[config.mk]
export PLATFORM = sky130hd
export DESIGN_NAME = adder_seq_ctrl
export DESIGN_NICKNAME = d
export VERILOG_FILES = /design/src/rtl/adder_pkg.sv /design/src/rtl/full_adder8.sv /design/src/rtl/adder_seq_ctrl.sv
export SDC_FILE = /design/constraint.sdc
export NUM_CORES = 1
export LEC_CHECK = 0
export BUFFER_PORTS_ARGS = -buffer_cell sky130_fd_sc_hd__buf_2
export CAP_MARGIN = 20
export CELL_PAD_IN_SITES_DETAIL_PLACEMENT = 0
export CELL_PAD_IN_SITES_GLOBAL_PLACEMENT = 1
export CORE_ASPECT_RATIO = 1.5
export CORE_MARGIN = 2
export CORE_UTILIZATION = 42
export CTS_CLUSTER_SIZE = 30
export DETAILED_ROUTE_END_ITERATION = 6
export GPL_TIMING_DRIVEN = 0
export PLACE_DENSITY_LB_ADDON = 0.1
export SETUP_SLACK_MARGIN = 0.2
export SLEW_MARGIN = 20
export SYNTH_ARGS = -nofsm -noshare
export SYNTH_HDL_FRONTEND = slang
export SYNTH_HIERARCHICAL = 1
export SYNTH_SLANG_ARGS = --single-unit
[constraint.sdc]
create_clock -name clk -period 5.8 [get_ports clk]
set_input_delay 1.16 -clock clk [delete_from_list [all_inputs] [get_ports clk]]
set_output_delay 1.16 -clock clk [all_outputs]
set_load 0.01 [all_outputs]
[src/rtl/adder_pkg.sv]
// adder_pkg: shared FSM encoding and slice width for the sequential adder
package adder_pkg;
  localparam int SLICE_W = 8;
  typedef logic [1:0] state_t;
  localparam state_t ST_IDLE = 2'd0;
  localparam state_t ST_RUN  = 2'd1;
  localparam state_t ST_DONE = 2'd2;
endpackage

[src/rtl/full_adder8.sv]
// full_adder8: 8-bit ripple-carry adder used as the shared slice datapath
module full_adder8 (
  input  logic [7:0] a,
  input  logic [7:0] b,
  input  logic       ci,
  output logic [7:0] s,
  output logic       co
);
  logic [8:0] c;
  assign c[0] = ci;
  for (genvar i = 0; i < 8; i++) begin : g_bit
    assign s[i]   = a[i] ^ b[i] ^ c[i];
    assign c[i+1] = (a[i] & b[i]) | (c[i] & (a[i] ^ b[i]));
  end
  assign co = c[8];
endmodule

[src/rtl/adder_seq_ctrl.sv]
// adder_seq_ctrl: WIDTH-bit add sequenced byte-by-byte through one full_adder8
module adder_seq_ctrl
  import adder_pkg::*;
#(
  parameter int WIDTH = 32
) (
  input  logic             clk,
  input  logic             rst_n,
  input  logic             in_valid,
  output logic             in_ready,
  input  logic [WIDTH-1:0] in_a,
  input  logic [WIDTH-1:0] in_b,
  input  logic             in_ci,
  output logic             out_valid,
  input  logic             out_ready,
  output logic [WIDTH-1:0] out_sum,
  output logic             out_co,
  output logic             busy
);
  localparam int N_SLICE = WIDTH / SLICE_W;
  localparam int CNT_W = N_SLICE > 1 ? $clog2(N_SLICE) : 1;
  state_t state;
  logic [CNT_W-1:0] cnt;
  logic [WIDTH-1:0] a_q, b_q, sum_q;
  logic c_q, s_co, last;
  logic [7:0] s_sum;
  logic [WIDTH+7:0] sum_cat;
  full_adder8 u_fa (
    .a (a_q[7:0]),
    .b (b_q[7:0]),
    .ci(c_q),
    .s (s_sum),
    .co(s_co)
  );
  // new slice enters at the top so the LS slice lands at bit 0 after N_SLICE shifts
  always_comb begin
    last      = cnt == CNT_W'(N_SLICE - 1);
    sum_cat   = {s_sum, sum_q};
    in_ready  = state == ST_IDLE;
    out_valid = state == ST_DONE;
    busy      = state != ST_IDLE;
    out_sum   = sum_q;
    out_co    = c_q;
  end
  always_ff @(posedge clk) begin
    if (!rst_n) begin
      state <= ST_IDLE;
      cnt   <= '0;
      c_q   <= 1'b0;
      a_q   <= '0;
      b_q   <= '0;
      sum_q <= '0;
    end else begin
      case (state)
        ST_IDLE: if (in_valid) begin
          state <= ST_RUN;
          a_q   <= in_a;
          b_q   <= in_b;
          c_q   <= in_ci;
          cnt   <= '0;
        end
        ST_RUN: begin
          sum_q <= sum_cat[WIDTH+7:8];
          a_q   <= a_q >> SLICE_W;
          b_q   <= b_q >> SLICE_W;
          c_q   <= s_co;
          cnt   <= last ? cnt : cnt + 1'b1;
          state <= last ? ST_DONE : ST_RUN;
        end
        ST_DONE: if (out_ready) state <= ST_IDLE;
        default: state <= ST_IDLE;
      endcase
    end
  end
endmodule

==> parameters.txt <==
Parameter                              Value

Run status
  Outcome ... complete, but fails checks
  Failing checks ... design-rule violations

STA
  Transition at the pin with the smallest max-transition slack ... 0.565 ns
  Worst setup skew after layout ... around 0.0074 ns
  Shortest period the worst path allows ... 3.80 ns
  RSZ-0062 raised after global routing ... false
  Setup TNS after final layout ... 0 ns
  Period utilization ... ~65%
  Max Clk Rate ... about 0.26 GHz
  Final Hold Violating Endpoints ... 0
  Max transition margin ... 62.3%
  Worst Setup Slack, final ... 2.00 ns
  Number of pins exceeding their max-slew limit in the final report ... 0
  Final-report setup violation count ... 0

Clock network
  Post-cts resize count ... 0
  Hold buffer count at CTS ... 0
  Sinks on the clock net ... 101
  Root cell of the clock tree ... sky130_fd_sc_hd__clkbuf_16
  Number of clock buffers inserted by TritonCTS ... 9
  CTS max path bufs ... 2
  Clock edge transition at the registers on the reported setup and hold paths ... 0.06 ns
  Post-CTS setup buffers ... 0
  Clock tree from TritonCTS ... done
  Clock latency on the worst-skew pair ... 0.34 ns
  Number of H-tree levels ... 3

Detailed routing
  DR vias ... 3812
  Count of nets left with antenna violations after detail routing ... 0
  Total DRC errors in the routed layout ... 7
  Sum of routed wire segments on met1 ... between 4000 and 5000 um
  Starting DRT DRC Count ... 138
  Vias per cell ... 5.15
  Top layer in use ... met4
  Detailed-route wire length ... 11300 um
  Wirelength per Cell ... between 15 and 20 um
  First-pass detailed-route iteration total ... 6
  Detailed route wirelength on metal2 ... 6030 um
  Length of routed met3 wiring ... 439 um

Synth
  Sequential element share of the synthesized area ... 48.0%
  Synth area leader ... sky130_fd_sc_hd__dfxtp_1
  Cell area after technology mapping ... between 4000 and 5000 um^2
  Dominant cell by count in the synthesized netlist ... sky130_fd_sc_hd__nand2_1
  Post-synth EDFFs ... 0
  Post-Synthesis Mean Instance Area ... 8.30 um^2
  Most numerous cell types in the synthesized netlist ... sky130_fd_sc_hd__nand2_1 (116), sky130_fd_sc_hd__dfxtp_1 (101), sky130_fd_sc_hd__a21oi_1 (96)
  Top cells by area in the synthesized netlist ... sky130_fd_sc_hd__dfxtp_1 (48%), sky130_fd_sc_hd__a21oi_1 (11%), sky130_fd_sc_hd__nand2_1 (10%)
  Post-synthesis instance total ... 508
  Async set-or-reset flop fraction in the synthesized netlist ... 0%
  Primary FF master, synth ... sky130_fd_sc_hd__dfxtp_1
  Total nets after synthesis ... 586
  Ys Warns ... 6
  Number of storage elements in the synthesis netlist ... 101
  Fraction of synthesized cell area taken by the top area cell type ... 48.0%
  Distinct cell type count after synthesis ... 26

Power
  Relative contribution of the clock network to total power ... 37.4%
  Int Pwr ... between 1000 and 1500 uW
  Relative contribution of sequential cells to total power ... 49.3%
  Worst-case vdd ir drop ... about 0.00018 V
  Leakage Power ... 0.00222 uW
  Power dissipated by switching net loads ... 392 uW
  Share of power burned in combinational logic ... 13.3%
  P per Cell Area ... 302 nW/um^2
  Switching share of power ... 25.2%

Global routing
  Vias in the first global route ... 3749
  Congestion Overflow GR ... 0
  Wire length of the first global-routing pass ... between 15000 and 20000 um
  Antenna violations before repair ... 0
  Overall global routing resource usage ... 21.5%
  Maximum number of pins on one net before global-route repair ... 15

Setup path
  Number of cell instances on the worst register-to-register path ... 14
  Kind of end point of the critical path ... flop
  Critical R2R Capture ... out_sum[31]$_SDFFE_PN0P_
  Critical path required time ... between 6 and 7 ns
  Buf+Inv Stages, Crit Path ... 4
  Worst path arrival time ... 4.06 ns
  Type of the setup path with the least slack ... flop to flop
  Slowest cell on crit path ... sky130_fd_sc_hd__fa_1
  Cell with the most instances on the worst path ... sky130_fd_sc_hd__fa_1
  Peak per-stage delay on the critical path ... 0.43 ns
  Beginning of the worst register-to-register path ... a_q[0]$_SDFFE_PN0P_
  Crit path max-delay family ... adder cells
  Reg2Reg Setup Slack ... 2.00 ns
  Cells traversed along the worst timing path ... fa_1, inv_1, fa_1, inv_1, fa_1, fa_1, fa_1, fa_1, fa_1, inv_1, fa_1, inv_1, nand2_1, a21boi_0
  Critical path peak fanout ... 2
  Nature of the critical path startpoint ... flop

Floorplanning
  Width of the chip ... between 80 and 90 um
  Initial standard-cell utilization of the core ... ~43%
  Overall die area ... 10900 um^2
  Number of top-level pins ... about 110
  Row Count ... 44
  Die span in y ... 127 um
  Core area ... slightly below 10000 um^2

Cells and area
  Fill cell instance count of the final layout ... 1019
  Net count reported at finish ... 700
  N_diodes ... 0
  Layout cell share with drive strength beyond 1 ... a little under a quarter
  Area overhead of the layout relative to synthesis ... 22.3%

Placement
  Placement-stage worst setup slack ... ~2 ns
  Final GP Congestion ... 0.822
  Detailed placement HPWL ... 8660 um
  Buffers added on ports ... 103

Worst hold path
  Hold path depth ... 2
  Tightest Hold Check Type ... flop to flop
  Worst Min Path Start ... out_sum[2]$_SDFFE_PN0P_
  End point of the most critical hold path ... out_sum[2]$_SDFFE_PN0P_

Run
  # Max-Cap Violations ... 0
[cells by family (layout without fill, tap and decap cells)]
kind of cell,count (synthesis),count (layout),synth area share (%)
AOI/OAI and AO/OA,200,200,27.1
and+or+nand+nor,141,141,14.3
buffers and inverters,56,173,6.32
adders and majority gates,9,9,4.10
DFF,101,101,48.0
muxes,1,1,0.237
[tightest hold or removal path, delay by kind of cell, from the launching register on]
family,cells,cell delay [ns]
flip-flops,1,0.31
AO/OA/AOI/OAI,1,0.06
AND/OR/NAND/NOR,1,0.04
[cells in the final DEF, fill, tap and decap left out]
master                      synthesis  routed
sky130_fd_sc_hd__bufinv_16          0       1
sky130_fd_sc_hd__fa_1               8       8
sky130_fd_sc_hd__buf_4             10      10
sky130_fd_sc_hd__a31o_1             1       1
sky130_fd_sc_hd__clkbuf_8           0       1
sky130_fd_sc_hd__buf_1              1       1
sky130_fd_sc_hd__ha_1               1       1
sky130_fd_sc_hd__a21oi_1           96      96
sky130_fd_sc_hd__nand2b_1           1       1
sky130_fd_sc_hd__nand4b_1           1       1
sky130_fd_sc_hd__clkinv_2           0       1
sky130_fd_sc_hd__o21ai_0           49      49
sky130_fd_sc_hd__o31ai_1            1       1
sky130_fd_sc_hd__buf_2             15     118
sky130_fd_sc_hd__inv_1             13      13
sky130_fd_sc_hd__a211oi_1           1       1
sky130_fd_sc_hd__nand2_1          116     116
sky130_fd_sc_hd__mux2i_1            1       1
sky130_fd_sc_hd__nor3b_4            1       1
sky130_fd_sc_hd__a21boi_0          32      32
sky130_fd_sc_hd__o21ba_2            1       1
sky130_fd_sc_hd__a22oi_1           17      17
sky130_fd_sc_hd__clkbuf_1          17      19
sky130_fd_sc_hd__a31oi_1            1       1
sky130_fd_sc_hd__dfxtp_1          101     101
sky130_fd_sc_hd__clkbuf_16          0       9
sky130_fd_sc_hd__nor3b_1            1       1
sky130_fd_sc_hd__nor2_1             2       2
sky130_fd_sc_hd__o21bai_1           1       1
sky130_fd_sc_hd__nor2b_1           19      19
[worst max-delay path by stage]
stage | cells after the start | slack, ns | end | from
after floorplan | 14 | 2.23 | out_sum[31]$_SDFFE_PN0P_ | a_q[0]$_SDFFE_PN0P_
after global routing | 14 | 1.82 | out_sum[31]$_SDFFE_PN0P_ | a_q[0]$_SDFFE_PN0P_
after detailed placement | 14 | 2.00 | out_sum[31]$_SDFFE_PN0P_ | a_q[0]$_SDFFE_PN0P_
after CTS | 14 | 1.98 | out_sum[31]$_SDFFE_PN0P_ | a_q[0]$_SDFFE_PN0P_
after global placement | 14 | 2.07 | out_sum[31]$_SDFFE_PN0P_ | a_q[0]$_SDFFE_PN0P_
final | 14 | 2.00 | out_sum[31]$_SDFFE_PN0P_ | a_q[0]$_SDFFE_PN0P_
[registers in the layout, indices dropped and copies added, names as in the netlist]
register  flops
b_q          32
out_co        1
a_q          32
out_sum      32
state         2
cnt           2
[per-layer routing]
layer  global-route usage [%]  vias up
met5                        0        -
met4                     8.12        0
met3                     2.60       10
met2                     40.3       92
met1                     24.2     1766
li1                         -     1944
[stage by stage]
stage	total power, uW	cell area, um^2	util [%]	hold slack, ns	std cells
after floorplan	906	4220	-	0.445	508
after global placement	985	4870	50.0	0.447	726
after detailed placement	990	4870	50.0	0.455	726
after CTS	1570	5160	52.9	0.465	740
after global routing	1620	5160	52.9	0.477	740
final	1560	5160	52.9	0.461	740
[power groups by stage]
stage | clock network, uW | logic (uW) | registers (uW)
4_1_cts | 594 | 209 | 767
3_5_place_dp | 0 | 207 | 782
6_report | 582 | 206 | 767
2_1_floorplan | 0 | 130 | 776
3_3_place_gp | 0 | 204 | 781
5_1_grt | 618 | 235 | 772
[final cells by class]
class | instances | area [um^2] | share of cell area (%)
tap | 115 | 144 | 2.79
inverter | 13 | 48.8 | 0.946
clock buffer | 12 | 246 | 4.78
timing repair buffer | 103 | 515 | 10.0
multi-input combinational | 351 | 1930 | 37.4
sequential | 101 | 2020 | 39.2
buffer | 43 | 218 | 4.22
clock inverter | 2 | 35.0 | 0.679
(Power assumes the default switching activity.)
